`src/rtl/md_pkg.sv`:
```
// Shared encodings and sizes for the iterative multiply/divide unit.
package md_pkg;

    localparam int WIDTH = 32;
    localparam int STEPS = 32;

    typedef enum logic [1:0] {
        OP_MULTU = 2'b00,
        OP_MULT  = 2'b01,
        OP_DIVU  = 2'b10,
        OP_DIV   = 2'b11
    } md_op_e;

    typedef enum logic [1:0] {
        S_IDLE,
        S_CALC,
        S_SIGN_FIX,
        S_DONE
    } md_state_e;

endpackage

```
`src/rtl/md_abs_32.sv`:
```
// Conditional two's-complement negate, used for magnitudes and sign fix-up.
module md_abs_32 (
    input  logic        i_neg,
    input  logic [31:0] i_val,
    output logic [31:0] o_val
);

    assign o_val = i_neg ? (~i_val + 32'd1) : i_val;

endmodule

```
`src/rtl/md_unit.sv`:
```
// Radix-2 iterative MULT/MULTU/DIV/DIVU unit with HI/LO result registers.
module md_unit #(
    parameter int WIDTH = md_pkg::WIDTH
) (
    input  logic             clk,
    input  logic             reset,
    input  logic             start,
    input  logic [1:0]       op,
    input  logic [WIDTH-1:0] operand_a,
    input  logic [WIDTH-1:0] operand_b,
    output logic             busy,
    output logic             done,
    output logic             div_by_zero,
    output logic [WIDTH-1:0] hi,
    output logic [WIDTH-1:0] lo
);

    import md_pkg::*;

    md_state_e r_state;
    md_state_e w_next;

    logic [4:0]       r_cnt;
    logic             r_div;
    logic             r_neg_q;
    logic             r_neg_r;
    logic             r_dbz;
    logic [WIDTH-1:0] r_opnd;
    logic [WIDTH-1:0] r_acc_hi;
    logic [WIDTH-1:0] r_acc_lo;
    logic [WIDTH-1:0] r_hi;
    logic [WIDTH-1:0] r_lo;

    logic             w_accept;
    logic             w_last;
    logic [WIDTH-1:0] w_abs_a;
    logic [WIDTH-1:0] w_abs_b;
    logic [WIDTH:0]   w_madd;
    logic [WIDTH:0]   w_rem_sh;
    logic [WIDTH:0]   w_diff;
    logic             w_fit;
    logic [WIDTH-1:0] w_step_hi;
    logic [WIDTH-1:0] w_step_lo;
    logic [WIDTH-1:0] w_neg_hi;
    logic [WIDTH-1:0] w_neg_lo;
    logic [WIDTH-1:0] w_res_hi;
    logic [WIDTH-1:0] w_res_lo;

    assign w_accept = start && (r_state == S_IDLE || r_state == S_DONE);
    assign w_last   = (r_cnt == 5'(STEPS - 1));

    md_abs_32 u_abs_a (
        .i_neg (op[0] & operand_a[WIDTH-1]),
        .i_val (operand_a),
        .o_val (w_abs_a)
    );

    md_abs_32 u_abs_b (
        .i_neg (op[0] & operand_b[WIDTH-1]),
        .i_val (operand_b),
        .o_val (w_abs_b)
    );

    // Multiply: {acc_hi,acc_lo} shifts right; divide: remainder in acc_hi, quotient into acc_lo.
    assign w_madd    = r_acc_lo[0] ? ({1'b0, r_acc_hi} + {1'b0, r_opnd})
                                   : {1'b0, r_acc_hi};
    assign w_rem_sh  = {r_acc_hi, r_acc_lo[WIDTH-1]};
    assign w_diff    = w_rem_sh - {1'b0, r_opnd};
    assign w_fit     = ~w_diff[WIDTH];
    assign w_step_hi = r_div ? (w_fit ? w_diff[WIDTH-1:0] : w_rem_sh[WIDTH-1:0])
                             : w_madd[WIDTH:1];
    assign w_step_lo = r_div ? {r_acc_lo[WIDTH-2:0], w_fit}
                             : {w_madd[0], r_acc_lo[WIDTH-1:1]};

    md_abs_32 u_fix_hi (
        .i_neg (r_div ? r_neg_r : r_neg_q),
        .i_val (r_acc_hi),
        .o_val (w_neg_hi)
    );

    md_abs_32 u_fix_lo (
        .i_neg (r_neg_q),
        .i_val (r_acc_lo),
        .o_val (w_neg_lo)
    );

    // 64-bit negate: the +1 only carries into the high word when the low word is zero.
    assign w_res_hi = (!r_div && r_neg_q && r_acc_lo != '0) ? ~r_acc_hi : w_neg_hi;
    assign w_res_lo = r_dbz ? '1 : w_neg_lo;

    always_ff @(posedge clk) begin
        if (reset) begin
            r_state <= S_IDLE;
        end else begin
            r_state <= w_next;
        end
    end

    always_comb begin
        w_next = r_state;
        unique case (r_state)
            S_IDLE:     if (start) w_next = S_CALC;
            S_CALC:     if (w_last) w_next = S_SIGN_FIX;
            S_SIGN_FIX: w_next = S_DONE;
            S_DONE:     w_next = start ? S_CALC : S_IDLE;
        endcase
    end

    always_ff @(posedge clk) begin
        if (reset) begin
            r_cnt    <= '0;
            r_div    <= 1'b0;
            r_neg_q  <= 1'b0;
            r_neg_r  <= 1'b0;
            r_dbz    <= 1'b0;
            r_opnd   <= '0;
            r_acc_hi <= '0;
            r_acc_lo <= '0;
            r_hi     <= '0;
            r_lo     <= '0;
        end else begin
            if (w_accept) begin
                r_cnt    <= '0;
                r_div    <= op[1];
                r_neg_q  <= op[0] & (operand_a[WIDTH-1] ^ operand_b[WIDTH-1]);
                r_neg_r  <= op[0] & operand_a[WIDTH-1];
                r_dbz    <= op[1] && (operand_b == '0);
                r_acc_hi <= '0;
                r_acc_lo <= op[1] ? w_abs_a : w_abs_b;
                r_opnd   <= op[1] ? w_abs_b : w_abs_a;
            end else if (r_state == S_CALC) begin
                r_cnt    <= r_cnt + 5'd1;
                r_acc_hi <= w_step_hi;
                r_acc_lo <= w_step_lo;
            end
            if (r_state == S_SIGN_FIX) begin
                r_hi <= w_res_hi;
                r_lo <= w_res_lo;
            end
        end
    end

    assign busy        = (r_state == S_CALC) || (r_state == S_SIGN_FIX);
    assign done        = (r_state == S_DONE);
    assign div_by_zero = (r_state == S_DONE) && r_dbz;
    assign hi          = r_hi;
    assign lo          = r_lo;

endmodule

```
`config.mk`:
```
export PLATFORM = sky130hd
export DESIGN_NAME = md_unit
export DESIGN_NICKNAME = d
export VERILOG_FILES = /design/src/rtl/md_pkg.sv /design/src/rtl/md_abs_32.sv /design/src/rtl/md_unit.sv
export SDC_FILE = /design/constraint.sdc
export NUM_CORES = 1
export LEC_CHECK = 0
export ABC_CLOCK_PERIOD_IN_PS = 6360
export CORE_ASPECT_RATIO = 1.2
export CORE_MARGIN = 2
export CORE_UTILIZATION = 47
export CTS_CLUSTER_SIZE = 14
export DETAILED_ROUTE_END_ITERATION = 8
export PLACE_DENSITY = 0.72
export REMOVE_ABC_BUFFERS = 1
export SYNTH_ARGS = -nofsm -noshare
export SYNTH_HDL_FRONTEND = slang
export SYNTH_HIERARCHICAL = 1
export SYNTH_SLANG_ARGS = --single-unit
```
`constraint.sdc`:
```
create_clock -name clk -period 6.36 [get_ports clk]
set_clock_uncertainty 0.1 [all_clocks]
set_input_delay 1.272 -clock clk [delete_from_list [all_inputs] [get_ports clk]]
set_output_delay 1.272 -clock clk [all_outputs]
set_load 0.1 [all_outputs]
```
==> summary.md, run 1 <==
| Metric | Value |
|---|---|
| Status | finished, final reports clean |
| Largest area contributor in the netlist | dfxtp_1 |
| Layout cells sized above 1 | 0.0549 |
| Yosys top cell area share | 0.227 |
| N_diodes | 0 |
| Initial Utilization | 0.480 |
| Yosys warning count | 6 |
| # IOs | 136 |
| PD cells | 524 nW/um^2 |
| Distinct cell type count of the synthesized netlist | 74 |
| Leakage power | 0.00628 uW |
| Detail Route Antenna Nets | 0 |
| DIE AREA | 33,600 um^2 |
| CTS tree | done |
| Main flop type after synthesis | dfxtp_1 |
| Die Ht | 200 um |
| Drt drc | 0 |
| DIE WIDTH | 168 um |
| Vias after detailed routing | 14,900 |
| WP data required | 4990 ps |
| Synthesized flop and latch total | 171 |
| Slew HR | 0.176 |
| Crit end category | output port |
| Ys async rst share | 0 |
| Setup bufs post-CTS | 0 |
| Largest net degree at the start of global routing | 97 |
| Vias in the first global route | 13,500 |
| Setup_tns | 0 ps |
| Main combinational cell family by area after synthesis | compound AO/OA/AOI/OAI gates |
| Post-Synth XOR/XNOR Area | 0.0969 |
| CP max FO | 5 |
| Cell total after placement | 2,336 |
| CTS sink count | 171 |
| Final period util | 0.613 |
| Hold slack | 356 ps |
| Placer Congestion | 0.953 |
| P&R area growth vs syn | 13.7% |
| Std-Cell Rows | 71 |
| Total gr overflow | 0 |
| Number of flops mapped to enable cells by yosys | 0 |
| Hold WC Path Type | register to register |
| Synth Instances | 1,909 |
| Overall routing resource usage | 0.271 |
| # fillers | 2,999 |
| Vias per cell | 6.28 |
| Core Region | 31,400 um^2 |
| Post-synthesis adder-cell area fraction | 0.0649 |
| Mux cell area share after synthesis | 0.0733 |
| Max VDD drop | 0.335 mV |
| Post-CTS sizing | 0 |
| # port buffers | 135 |
| Nets | 2,100 |
| Post-Route Utilization | 0.545 |
| Num CTS Buffers | 17 |
| Worst slew pin tran | 1240 ps |
| Fin. Hold Viols | 0 |
| CP arrival | 2530 ps |
| RSZ-0062 raised after global routing | false |
| Maximum achievable frequency | 256 MHz |
| Final slew viol count | 0 |
| Seq/Total Area, Yosys | 0.227 |
| Critical path startpoint category | register |
| Total Power | 8990 uW |
| Global-route wire length before repair | 74,400 um |
| Synth Area in Simple Gates | 0.204 |
| Total wire length | 46,600 um |
| Root buf cell | clkbuf_16 |
| Compound-Gate Fraction of Synth Area | 0.287 |
| CTS Hold Buffers Added | 0 |
| DR pass1 iterations | 6 |
| Final Non-Filler Cells | 2,367 |
| Register area | 3430 um^2 |
| Tmin final | 3900 ps |
| Number of H-tree levels | 4 |
| Avg Cell Area, Syn | 7.90 um^2 |
| DRT iter0 DRCs | 1,259 |
| Max cap viols | 0 |
| Synth Cell Area | 15,100 um^2 |
| Worst-skew pair later-pin latency | 450 ps |
| Finish-stage setup viols | 0 |
| Footprint of the multi-input gates | 11,000 um^2 |
| DPL Wire Length | 35,200 um |
| Top post-synthesis cells by area | dfxtp_1 (23%), xnor2_1 (8.4%), a211oi_1 (7.9%) |
| CTS clock-pin slew for the worst setup and hold paths | 70 ps |
| Wirelength per Cell | 19.7 um |
| Initial antenna violation count | 0 |
| Critical path class | register to output port |
| Clock buffer depth | 2 |
[per-stage QoR]
stage	area [um^2]	setup WS, ps
2_1_floorplan	14600	-1710
3_3_place_gp	16600	2430
3_5_place_dp	16600	2410
4_1_cts	17100	2430
5_1_grt	17100	2300
6_report	17100	2460
[cells in the mapped netlist (11+ instances only)]
cell	n
a211oi_1	158
a21o_1	27
a21oi_1	113
a311oi_1	14
a31o_1	11
a31oi_1	13
buf_1	27
clkbuf_1	84
dfxtp_1	171
ha_1	75
inv_1	58
mux2i_1	106
nand2_1	101
nand2b_1	27
nand3_1	40
nand4_1	28
nor2_1	222
nor2b_1	25
nor3_1	24
nor4_1	27
nor4_4	16
o211ai_1	14
o21a_1	14
o21ai_0	90
o21ai_1	13
o22ai_1	33
o31ai_1	41
o41ai_1	21
o41ai_2	16
or3_1	13
xnor2_1	144
xor2_1	23
[cell type report]
cell class / instances / share of cell area
multi-input combinational: 1556 / 0.640
clock buffer: 17 / 0.0248
inverter: 59 / 0.0129
timing repair buffer: 149 / 0.0846
sequential: 171 / 0.200
tap: 401 / 0.0293
clock inverter: 14 / 0.00795
[state kept, by name, indices dropped and copies added (netlist names)]
name      cells
r_cnt         5
r_div         1
r_state       2
r_dbz         1
r_neg_q       1
lo           32
r_acc_hi     32
r_opnd       32
r_acc_lo     32
hi           32
r_neg_r       1
[critical path, cell delays in order, from the launching register on]
cell,delay (ps)
dfxtp_1,420
inv_1,110
ha_1,380
clkdlybuf4s50_1,1160
[cells by family (layout without fill, tap and decap cells)]
| family | after synthesis | after routing |
|---|---|---|
| flops | 171 | 171 |
| xor+xnor | 167 | 167 |
| buf+inv | 182 | 239 |
| mux | 110 | 110 |
| simple gates | 581 | 581 |
| compound gates | 621 | 621 |
| fa+ha+maj | 77 | 77 |
[routing by layer]
layer  up-vias  part of all wire  GRT usage
met5         -                 0          0
met4         0             0.035     0.0981
met3        95             0.056     0.0332
met2       584              0.48      0.464
met1      6925              0.43      0.351
li1       7253                 -          -
[report_power, final]
group / total, uW / switching, uW / internal [uW] / leakage (uW)
Combinational: 5850 / 3870 / 1980 / 0.00460
Clock: 1040 / 497 / 546 / 0.000269
Sequential: 2100 / 655 / 1440 / 0.00140
[final timing paths]
kind	from	to	slack, ps	depth (start not counted)
hold reg to reg	r_neg_r$_SDFFE_PP0P_	r_neg_r$_SDFFE_PP0P_	360	2
setup / recovery	r_state[1]$_SDFFE_PP0P_	busy	2460	3
hold / removal	r_neg_r$_SDFFE_PP0P_	r_neg_r$_SDFFE_PP0P_	360	2
setup reg to reg	r_acc_hi[28]$_SDFFE_PP0P_	r_acc_hi[18]$_SDFFE_PP0P_	2470	10
[cell usage in the layout (no fill, tap or decap), types with 14 or more instances in the layout]
master           instances
nor2_1                 221
dfxtp_1                169
a211oi_1               158
xnor2_1                144
clkdlybuf4s50_1        133
a21oi_1                113
mux2i_1                106
nand2_1                101
o21ai_0                 90
ha_1                    74
inv_1                   58
o31ai_1                 41
nand3_1                 40
o22ai_1                 33
nand4_1                 28
a21o_1                  27
nand2b_1                27
nor4_1                  27
nor2b_1                 25
nor3_1                  24
xor2_1                  23
o41ai_1                 21
clkbuf_16               17
buf_4                   16
nor4_4                  16
o41ai_2                 16
o211ai_1                14
o21a_1                  14
a311oi_1                14
Note: power is estimated with default switching activity, not from simulation.
==> run 2: changes to the inputs <==
--- a/config.mk
+++ b/config.mk
@@ -5,13 +5,13 @@
 export SDC_FILE = /design/constraint.sdc
 export NUM_CORES = 1
 export LEC_CHECK = 0
-export ABC_CLOCK_PERIOD_IN_PS = 6360
+export ABC_CLOCK_PERIOD_IN_PS = 3400
 export CORE_ASPECT_RATIO = 1.2
 export CORE_MARGIN = 2
 export CORE_UTILIZATION = 47
 export CTS_CLUSTER_SIZE = 14
 export DETAILED_ROUTE_END_ITERATION = 8
-export PLACE_DENSITY = 0.72
+export PLACE_DENSITY = 0.75
 export REMOVE_ABC_BUFFERS = 1
 export SYNTH_ARGS = -nofsm -noshare
 export SYNTH_HDL_FRONTEND = slang
==> constraint.sdc (replaced) <==
create_clock -name clk -period 3.4 [get_ports clk]
set_clock_uncertainty 0.1 [all_clocks]
set_input_delay 0.68 -clock clk [delete_from_list [all_inputs] [get_ports clk]]
set_output_delay 0.68 -clock clk [all_outputs]
set_load 0.1 [all_outputs]
==> run 2 against run 1 <==
Effect of this change: sequential power rose by 70%; die area unchanged; final area increased by 6.0%.
==> summary.md, run 2 (same netlist as run 1, synthesis figures left out) <==
| Metric | Value |
|---|---|
| Vias in the first global route | 14,700 |
| Clock buffer depth | 2 |
| Critical path class | register to register |
| Num CTS Buffers | 17 |
| DR pass1 iterations | 5 |
| DPL Wire Length | 36,300 um |
| Largest net degree at the start of global routing | 99 |
| Worst-skew pair later-pin latency | 460 ps |
| Finish-stage setup viols | 0 |
| Most frequent cells in the layout | nor2_1 (221), buf_4 (211), dfxtp_1 (166) |
| Worst r2r path cells | 12 |
| # IOs | 136 |
| Wirelength per Cell | 19.2 um |
| Detail Route Antenna Nets | 0 |
| CTS tree | done |
| Critical path startpoint category | register |
| Nets | 2,231 |
| N_diodes | 0 |
| Most common cell after layout, fill and taps aside | nor2_1 |
| Layout cells sized above 1 | 0.157 |
| # port buffers | 135 |
| PD cells | 975 nW/um^2 |
| Setup_tns | 0 ps |
| Initial antenna violation count | 0 |
| Worst slew pin tran | 1180 ps |
| Tmin final | 3330 ps |
| Core Region | 31,400 um^2 |
| WP data required | 3710 ps |
| Crit end category | register |
| Hold slack | 363 ps |
| Leakage power | 0.00710 uW |
| Worst Setup EP | r_acc_hi[18]$_SDFFE_PP0P_ |
| Final slew viol count | 0 |
| Max cap viols | 0 |
| Maximum achievable frequency | 301 MHz |
| DRT iter0 DRCs | 1,376 |
| Reg2Reg Capture Point | r_acc_hi[18]$_SDFFE_PP0P_ |
| Overall routing resource usage | 0.278 |
| CTS Hold Buffers Added | 0 |
| Total wire length | 48,000 um |
| Drt drc | 0 |
| Global-route wire length before repair | 76,300 um |
| CP arrival | 3640 ps |
| DIE WIDTH | 168 um |
| Die Ht | 200 um |
| Status | finished, final reports clean |
| Vias after detailed routing | 15,600 |
| Total gr overflow | 0 |
| Hold WC Path Type | register to register |
| Final period util | 0.979 |
| CTS clock-pin slew for the worst setup and hold paths | 80 ps |
| Root buf cell | clkbuf_16 |
| CP max FO | 25 |
| Vias per cell | 6.25 |
| P&R area growth vs syn | 20.5% |
| CTS sink count | 171 |
| Fin. Hold Viols | 0 |
| Placer Congestion | 1.00 |
| # fillers | 2,912 |
| Initial Utilization | 0.480 |
| Max VDD drop | 0.586 mV |
| DIE AREA | 33,600 um^2 |
| RR Startpoint | r_opnd[29]$_SDFFE_PP0P_ |
| Slew HR | 0.212 |
| Critical path launch point | r_opnd[29]$_SDFFE_PP0P_ |
| Std-Cell Rows | 71 |
| Number of H-tree levels | 4 |
| Reg2Reg Setup Slack | 70 ps |
## run 2: cell count changes in the layout (fill, tap and decap cells not counted), moves of 4 or more
cell | previous run | this run
clkinv_8 | 0 | 4
ha_2 | 0 | 4
dfxtp_2 | 1 | 5
buf_4 | 16 | 211
ha_1 | 74 | 69
clkdlybuf4s50_1 | 133 | 66
inv_8 | 1 | 5
## run 2: how the worst min path moves through the flow
| stage | depth (start not counted) | slack, ps | start | to |
|---|---|---|---|---|
| floorplan | 2 | 330 | r_neg_r$_SDFFE_PP0P_ | r_neg_r$_SDFFE_PP0P_ |
| finish | 2 | 360 | r_neg_r$_SDFFE_PP0P_ | r_neg_r$_SDFFE_PP0P_ |
| global placement | 2 | 340 | r_neg_r$_SDFFE_PP0P_ | r_neg_r$_SDFFE_PP0P_ |
| detailed placement | 2 | 350 | r_neg_r$_SDFFE_PP0P_ | r_neg_r$_SDFFE_PP0P_ |
| CTS | 2 | 360 | r_neg_r$_SDFFE_PP0P_ | r_neg_r$_SDFFE_PP0P_ |
| global route | 2 | 400 | r_neg_r$_SDFFE_PP0P_ | r_neg_r$_SDFFE_PP0P_ |
## run 2: critical path, stage by stage, from the launching register on
cell,delay (ps)
dfxtp_2,380
inv_1,60
ha_1,380
nand4_1,170
buf_4,170
nor2b_1,60
a2111oi_4,420
o31ai_4,160
o21a_1,240
buf_12,160
or4_1,540
a311oi_2,280
a31o_1,140
## run 2: metrics by stage
step                instance area [um^2]   util  total power, uW  worst slack, ps  instances
floorplan                          14600      -            11800            -4620       1786
global placement                   17400  0.554            15100            -13.6       2464
detailed placement                 17400  0.554            15300            -67.3       2464
CTS                                18000  0.574            17400             19.3       2498
global route                       18200  0.578            18800           -0.141       2499
finish                             18200  0.578            17700             72.3       2499
## run 2: timing repair
action                     in CTS  in global routing
pin swaps                       2                  5
cloned                          0                  0
resized for setup               5                 23
setup buffers                   2                  1
setup endpoints to repair       1                 15
## run 2: layer usage
| layer | vias to the layer above | wire (um) | global-route usage |
|---|---|---|---|
| li1 | 7521 | - | - |
| met1 | 7307 | 20100 | 0.347 |
| met2 | 668 | 22900 | 0.484 |
| met3 | 117 | 3200 | 0.0352 |
| met4 | 0 | 1800 | 0.109 |
| met5 | - | 0 | 0 |
## run 2: layout make-up
| cell class | count | area [um^2] | area share |
|---|---|---|---|
| clock buffers | 17 | 425 | 0.0234 |
| clock inverters | 15 | 173 | 0.00950 |
| inverters | 59 | 221 | 0.0122 |
| multi-input cells | 1556 | 11100 | 0.612 |
| flip-flops and latches | 171 | 3430 | 0.189 |
| well taps | 401 | 502 | 0.0276 |
| repair buffers | 280 | 2300 | 0.127 |
## run 2: power by group
group / leakage [uW] / switching, uW / total (uW) / internal [uW]
combinational: 0.00541 / 7840 / 12100 / 4300
clock: 0.000290 / 1020 / 2010 / 994
sequential: 0.00140 / 880 / 3580 / 2700
total: 0.00710 / 9730 / 17700 / 7990
==> RTL change 1 (config.mk and constraints of run 2) <==
Add an input register stage for `start`, `op`, `operand_a` and `operand_b`, without a reset; this delays them by one clock.
--- a/src/rtl/md_unit.sv
+++ b/src/rtl/md_unit.sv
@@ -16,6 +16,18 @@
 );
 
     import md_pkg::*;
+
+    logic start_q;
+    logic [1:0] op_q;
+    logic [WIDTH-1:0] operand_a_q;
+    logic [WIDTH-1:0] operand_b_q;
+
+    always_ff @(posedge clk) begin
+        start_q     <= start;
+        op_q        <= op;
+        operand_a_q <= operand_a;
+        operand_b_q <= operand_b;
+    end
 
     md_state_e r_state;
     md_state_e w_next;
@@ -46,18 +58,18 @@
     logic [WIDTH-1:0] w_res_hi;
     logic [WIDTH-1:0] w_res_lo;
 
-    assign w_accept = start && (r_state == S_IDLE || r_state == S_DONE);
+    assign w_accept = start_q && (r_state == S_IDLE || r_state == S_DONE);
     assign w_last   = (r_cnt == 5'(STEPS - 1));
 
     md_abs_32 u_abs_a (
-        .i_neg (op[0] & operand_a[WIDTH-1]),
-        .i_val (operand_a),
+        .i_neg (op_q[0] & operand_a_q[WIDTH-1]),
+        .i_val (operand_a_q),
         .o_val (w_abs_a)
     );
 
     md_abs_32 u_abs_b (
-        .i_neg (op[0] & operand_b[WIDTH-1]),
-        .i_val (operand_b),
+        .i_neg (op_q[0] & operand_b_q[WIDTH-1]),
+        .i_val (operand_b_q),
         .o_val (w_abs_b)
     );
 
@@ -99,10 +111,10 @@
     always_comb begin
         w_next = r_state;
         unique case (r_state)
-            S_IDLE:     if (start) w_next = S_CALC;
+            S_IDLE:     if (start_q) w_next = S_CALC;
             S_CALC:     if (w_last) w_next = S_SIGN_FIX;
             S_SIGN_FIX: w_next = S_DONE;
-            S_DONE:     w_next = start ? S_CALC : S_IDLE;
+            S_DONE:     w_next = start_q ? S_CALC : S_IDLE;
         endcase
     end
 
@@ -121,13 +133,13 @@
         end else begin
             if (w_accept) begin
                 r_cnt    <= '0;
-                r_div    <= op[1];
-                r_neg_q  <= op[0] & (operand_a[WIDTH-1] ^ operand_b[WIDTH-1]);
-                r_neg_r  <= op[0] & operand_a[WIDTH-1];
-                r_dbz    <= op[1] && (operand_b == '0);
+                r_div    <= op_q[1];
+                r_neg_q  <= op_q[0] & (operand_a_q[WIDTH-1] ^ operand_b_q[WIDTH-1]);
+                r_neg_r  <= op_q[0] & operand_a_q[WIDTH-1];
+                r_dbz    <= op_q[1] && (operand_b_q == '0);
                 r_acc_hi <= '0;
-                r_acc_lo <= op[1] ? w_abs_a : w_abs_b;
-                r_opnd   <= op[1] ? w_abs_b : w_abs_a;
+                r_acc_lo <= op_q[1] ? w_abs_a : w_abs_b;
+                r_opnd   <= op_q[1] ? w_abs_b : w_abs_a;
             end else if (r_state == S_CALC) begin
                 r_cnt    <= r_cnt + 5'd1;
                 r_acc_hi <= w_step_hi;
Formal check against the unedited RTL: not equivalent (Yosys sat finds a counterexample within 4 cycles, from zero or initial values and one cycle with reset high).
==> RTL change 1 against run 2 <==
The flow now finishes with violations (negative setup slack); sequential cell count up 67; clock power rose by 51%; cell area grew 8.0%; non-clock buffer count fell by 42; final cell count rose by 2.7%; synthesized cell count rose by 1.7%; fmax fell by 2.9%; routed wire length is 5.1% lower; power is 8.9% higher; worst setup slack lost 0.10 ns; critical path depth grew 2; synthesized area up 8.4%; count of clock-buffer cells in the layout up 16; critical path type unchanged; largest power group unchanged.
==> RTL change 1: results (changes against run 2) <==
Placed design
  – Placed cell count: 2512 (+1.9%)
  – DP Area: 0.0184 sq mm (+5.9%)
  – Placer Congestion: 0.924 (-8.0%)

Global route
  – Vias in the first global route: 14000 (-4.7%)
  – M1 GR Usage: 0.301 (-0.0462)
  – Global-route wire length before repair: 72.0 mm (-5.7%)

CTS
  – CTS clk-pin slew, worst paths: 0.06 ns (-0.02 ns)
  – H-tree depth: 1 (-3)
  – Post-CTS sizing: 8 (+3)
  – CTS buffer count: 26 (+9)
  – Post-CTS Setup Repair Bufs: 1 (-1)

Outcome
  – Run status: finished with violations
  – Violated checks: negative setup slack

Timing
  – Final WS setup: -0.0273 ns (-0.0996 ns)
  – Slew margin rel.: 0.501 (+0.289)
  – Setup-failing EPs final: 2 (+2)

Routing
  – Met1 WL: 19.9 mm (-0.86%)
  – Met2 routed WL: 21.8 mm (-4.8%)

Power and ir drop
  – Max VDD drop: 0.573 mV (-2.2%)

Worst hold path
  – Hold WC Path Type: input port to flop

Logic synthesis
  – Seq/Total Area, Yosys: 0.291 (+0.0645)
  – Post-synthesis cell type count: 82 (+11%)
  – Syn_area_per_cell: 8.42 sq um (+6.6%)
  – Seq cells post-synth: 238 (+39%)

Setup path
  – Worst Setup SP: r_opnd[0]
RTL change 1: cell types whose count changed after synthesis, sizes merged, moves of 7 or more:
cell    delta
xnor2      +8
and3       +7
a311oi    -10
nor3      -10
dfxtp     +67
mux2i     +14
or3        -8
a21oi     +14
nand3     -12
nor2       +7
o21ai     -21
RTL change 1: cell families (layout without fill, tap and decap cells):
group	after synthesis	in the layout	synth area share
flops	238	238	0.291
buf+inv	183	351	0.0448
simple gates	550	550	0.175
fa+ha+maj	77	77	0.0598
compound gates	587	587	0.253
mux	127	127	0.0783
xor+xnor	180	180	0.0976
RTL change 1: critical path, stage by stage (launching register included):
cell and delay [ns]:
dfxtp_1 0.36, ha_4 0.19, fa_2 0.40, nand2b_4 0.17, a21oi_4 0.17, o21ai_4 0.08, o31ai_4 0.25, a31oi_4 0.14
o31ai_4 0.35, xor2_4 0.22, buf_12 0.14, buf_12 0.14, mux2_2 0.34, a21oi_1 0.16, o21ai_0 0.09
RTL change 1: path summary, 6_finish.rpt:
kind | cells after the start | endpoint | slack (ns)
max | 14 | r_acc_hi[6] | -0.03
min | 2 | r_opnd[27] | 0.35
max reg2reg | 14 | r_acc_hi[6] | -0.03
min reg2reg | 2 | hi[22] | 0.38
RTL change 1: cell type report:
type                       count  area, sq um  share of cell area
inverter                      65          244              0.0124
timing repair buffer         238         2070               0.106
clock inverter                15          174             0.00886
multi-input combinational   1521        11000               0.562
tap                          456          571              0.0291
clock buffer                  33          759              0.0387
sequential                   238         4770               0.243
RTL change 1: power by group through the flow:
stage	clock network [mW]	logic (mW)	registers, mW
after floorplan	0	6.28	6.51
after global placement	0	11.1	4.49
after detailed placement	0	11.2	4.50
after CTS	3.11	11.5	4.44
after global routing	3.20	12.7	4.57
final	3.04	11.8	4.47
==> RTL change 2 (settings of run 2) <==
Without the edit above. Re-encode `md_state_e` (4 states) as one-hot, 4 bits wide.
--- a/src/rtl/md_pkg.sv
+++ b/src/rtl/md_pkg.sv
@@ -11,11 +11,11 @@
         OP_DIV   = 2'b11
     } md_op_e;
 
-    typedef enum logic [1:0] {
-        S_IDLE,
-        S_CALC,
-        S_SIGN_FIX,
-        S_DONE
+    typedef enum logic [3:0] {
+        S_IDLE     = 4'b0001,
+        S_CALC     = 4'b0010,
+        S_SIGN_FIX = 4'b0100,
+        S_DONE     = 4'b1000
     } md_state_e;
 
 endpackage
Formal check against the unedited RTL: no difference found for any inputs over 10 cycles, from zero or initial values and one cycle with reset high; not proved beyond that.
==> RTL change 2 against run 2 <==
Non-clock buffer count down 33; cell area down 0.41%; sequential cell count up 2; global-route usage down 0.75 points; routed wire length down 1.9%; final cell count up 0.44%; synthesized cell count up 2.1%; synthesized area up 1.5%; worst hold slack better by 0.0078 ns; worst setup slack better by 0.068 ns; sequential share of layout area up 0.29 points; first-iteration DRC count down 16%.
Power is not compared: it rests on default switching activity, and its combinational part moved more than twofold at a synthesized area within 25%.
==> RTL change 2: results (changes against run 2) <==
Outcome
  – Run status: complete, no violations

Timing
  – Tcrit/Tclk final: 0.959 (-0.0201)
  – Slew margin rel.: 0.431 (+0.220)

Placed design
  – Pre-CTS setup slack: 0.0640 ns (+0.131 ns)
  – HPWL after DPL: 36.6 mm (+0.72%)
  – Placed cell count: 2471 (+0.28%)
  – DP Area: 0.0173 sq mm (-0.35%)
  – Placer Congestion: 0.917 (-8.7%)

Worst hold path
  – Hold WC Path Type: flop to flop

Logic synthesis
  – Area contributors post-synth: dfxtp_1, xnor2_1, mux2i_1
  – Syn_area_per_cell: 7.86 sq um (-0.56%)
  – Synth top cells by count: nor2_1, dfxtp_1, xnor2_1
  – Seq/Total Area, Yosys: 0.226 (-0.000796)
  – Top FF cell, synth: dfxtp_1
  – Post-synthesis cell type count: 92 (+24%)

Routing
  – Detailed Routing Iterations Pass 1: 5 (unchanged)
  – 1st-iter DRT viols: 1160 (-16%)
  – Total Wirelength: 47.0 mm (-1.9%)
  – DR vias: 15400 (-1.2%)
  – Drt via density: 6.14 (-1.7%)

Layout
  – Share of cells above drive strength 1: 0.146 (-0.0108)
  – Area Growth Syn to Fin: 18.2%
  – Fill cells: 2921 (+0.31%)

Setup path
  – CP delay by family, top: compound AO/OA/AOI/OAI gates
  – Critical path's slowest cell: fa_2
  – Reg2reg setup slack: 0.14 ns (+0.07 ns)
  – Crit-path max FO: 10 (-60%)
  – Critical Path AT: 3.50 ns (-0.14 ns)
  – Crit-path max cell delay: 0.39 ns (-0.15 ns)

CTS
  – CTS clk-pin slew, worst paths: 0.07 ns
  – Longest Clk Path Bufs: 2 (unchanged)
  – CTS buffer count: 17 (unchanged)
  – CTS Root Cell: clkbuf_16
  – Clk Latency, worst-skew pair: 0.45 ns

Global route
  – Global-route wire length before repair: 75.1 mm (-1.6%)
  – Initial antenna violation count: 0 (unchanged)
  – Tot GR Track Use: 0.270 (-0.00752)
  – Largest net degree at the start of global routing: 137 (+38%)

Power and ir drop
  – Leak: 7.01 nW
-- RTL change 2: cell count changes after synthesis, moves of 9 or more --
cell,run 2,this run
clkbuf_1,84,94
o22ai_1,33,4
buf_1,27,13
a21oi_1,113,91
nor2b_1,25,12
a311oi_1,14,1
a211oi_1,158,141
nand2_1,101,129
nand3_1,40,29
a31o_1,11,0
o21ai_1,13,4
nor3_1,24,122
xnor2_1,144,159
-- RTL change 2: layout make-up --
cell class                 count  share of cell area
multi-input combinational   1588               0.615
sequential                   173               0.192
timing repair buffer         247               0.117
tap                          407              0.0281
clock buffer                  18              0.0243
inverter                      63              0.0131
clock inverter                14              0.0107
-- RTL change 2: path summary, 6_finish.rpt --
check | from | end | cells after the start
max | r_acc_lo[31] | r_acc_hi[2] | 14
min | r_cnt[4] | r_cnt[4] | 2
max reg2reg | r_acc_lo[31] | r_acc_hi[2] | 14
min reg2reg | r_cnt[4] | r_cnt[4] | 2
-- RTL change 2: cells by family after synthesis --
kind of cell	synth area share
AO/OA/AOI/OAI	0.254
XOR/XNOR	0.103
adder cells (fa/ha/maj)	0.0598
multiplexers	0.0766
AND/OR/NAND/NOR	0.229
buffers and inverters	0.0515
flip-flops	0.226
-- RTL change 2: worst reg2reg max path: stages, from the launching register on --
cell      delay (ns)
dfxtp_2         0.33
inv_1           0.04
ha_2            0.18
fa_2            0.39
and2b_2         0.25
o211a_1         0.17
o211ai_1        0.17
a211oi_2        0.39
nor2_4          0.12
xnor2_4         0.24
buf_12          0.16
buf_12          0.14
mux2i_2         0.20
a21oi_1         0.09
a22o_1          0.18
-- RTL change 2: layer usage --
metal	global-route usage	share of wire	vias up
met3	0.0321	0.052	109
met2	0.472	0.49	534
li1	-	-	7508
met5	0	0	-
met4	0.109	0.033	0
met1	0.337	0.43	7271
-- RTL change 2: power breakdown --
| group | internal, mW | leakage [nW] | switching (mW) |
|---|---|---|---|
| Clock | 1.15 | 0.306 | 0.963 |
| Combinational | 0.971 | 5.30 | 1.28 |
| Sequential | 2.10 | 1.41 | 0.153 |
| Total | 4.22 | 7.01 | 2.40 |
-- RTL change 2: metrics by stage --
step	setup TNS, ns	hold slack (ns)	power [mW]
after global placement	0	0.345	4.38
after global routing	-0.0482	0.397	6.92
after floorplan	-1003.04	0.327	3.68
after detailed placement	0	0.363	4.42
after CTS	0	0.373	6.53
final	0	0.371	6.62
-- RTL change 2: what timing repair did --
item / CTS / global route
setup endpoints to repair: 0 / 15
setup buffers: 0 / 6
resized for setup: 0 / 15
hold endpoints to repair: 0 / 0
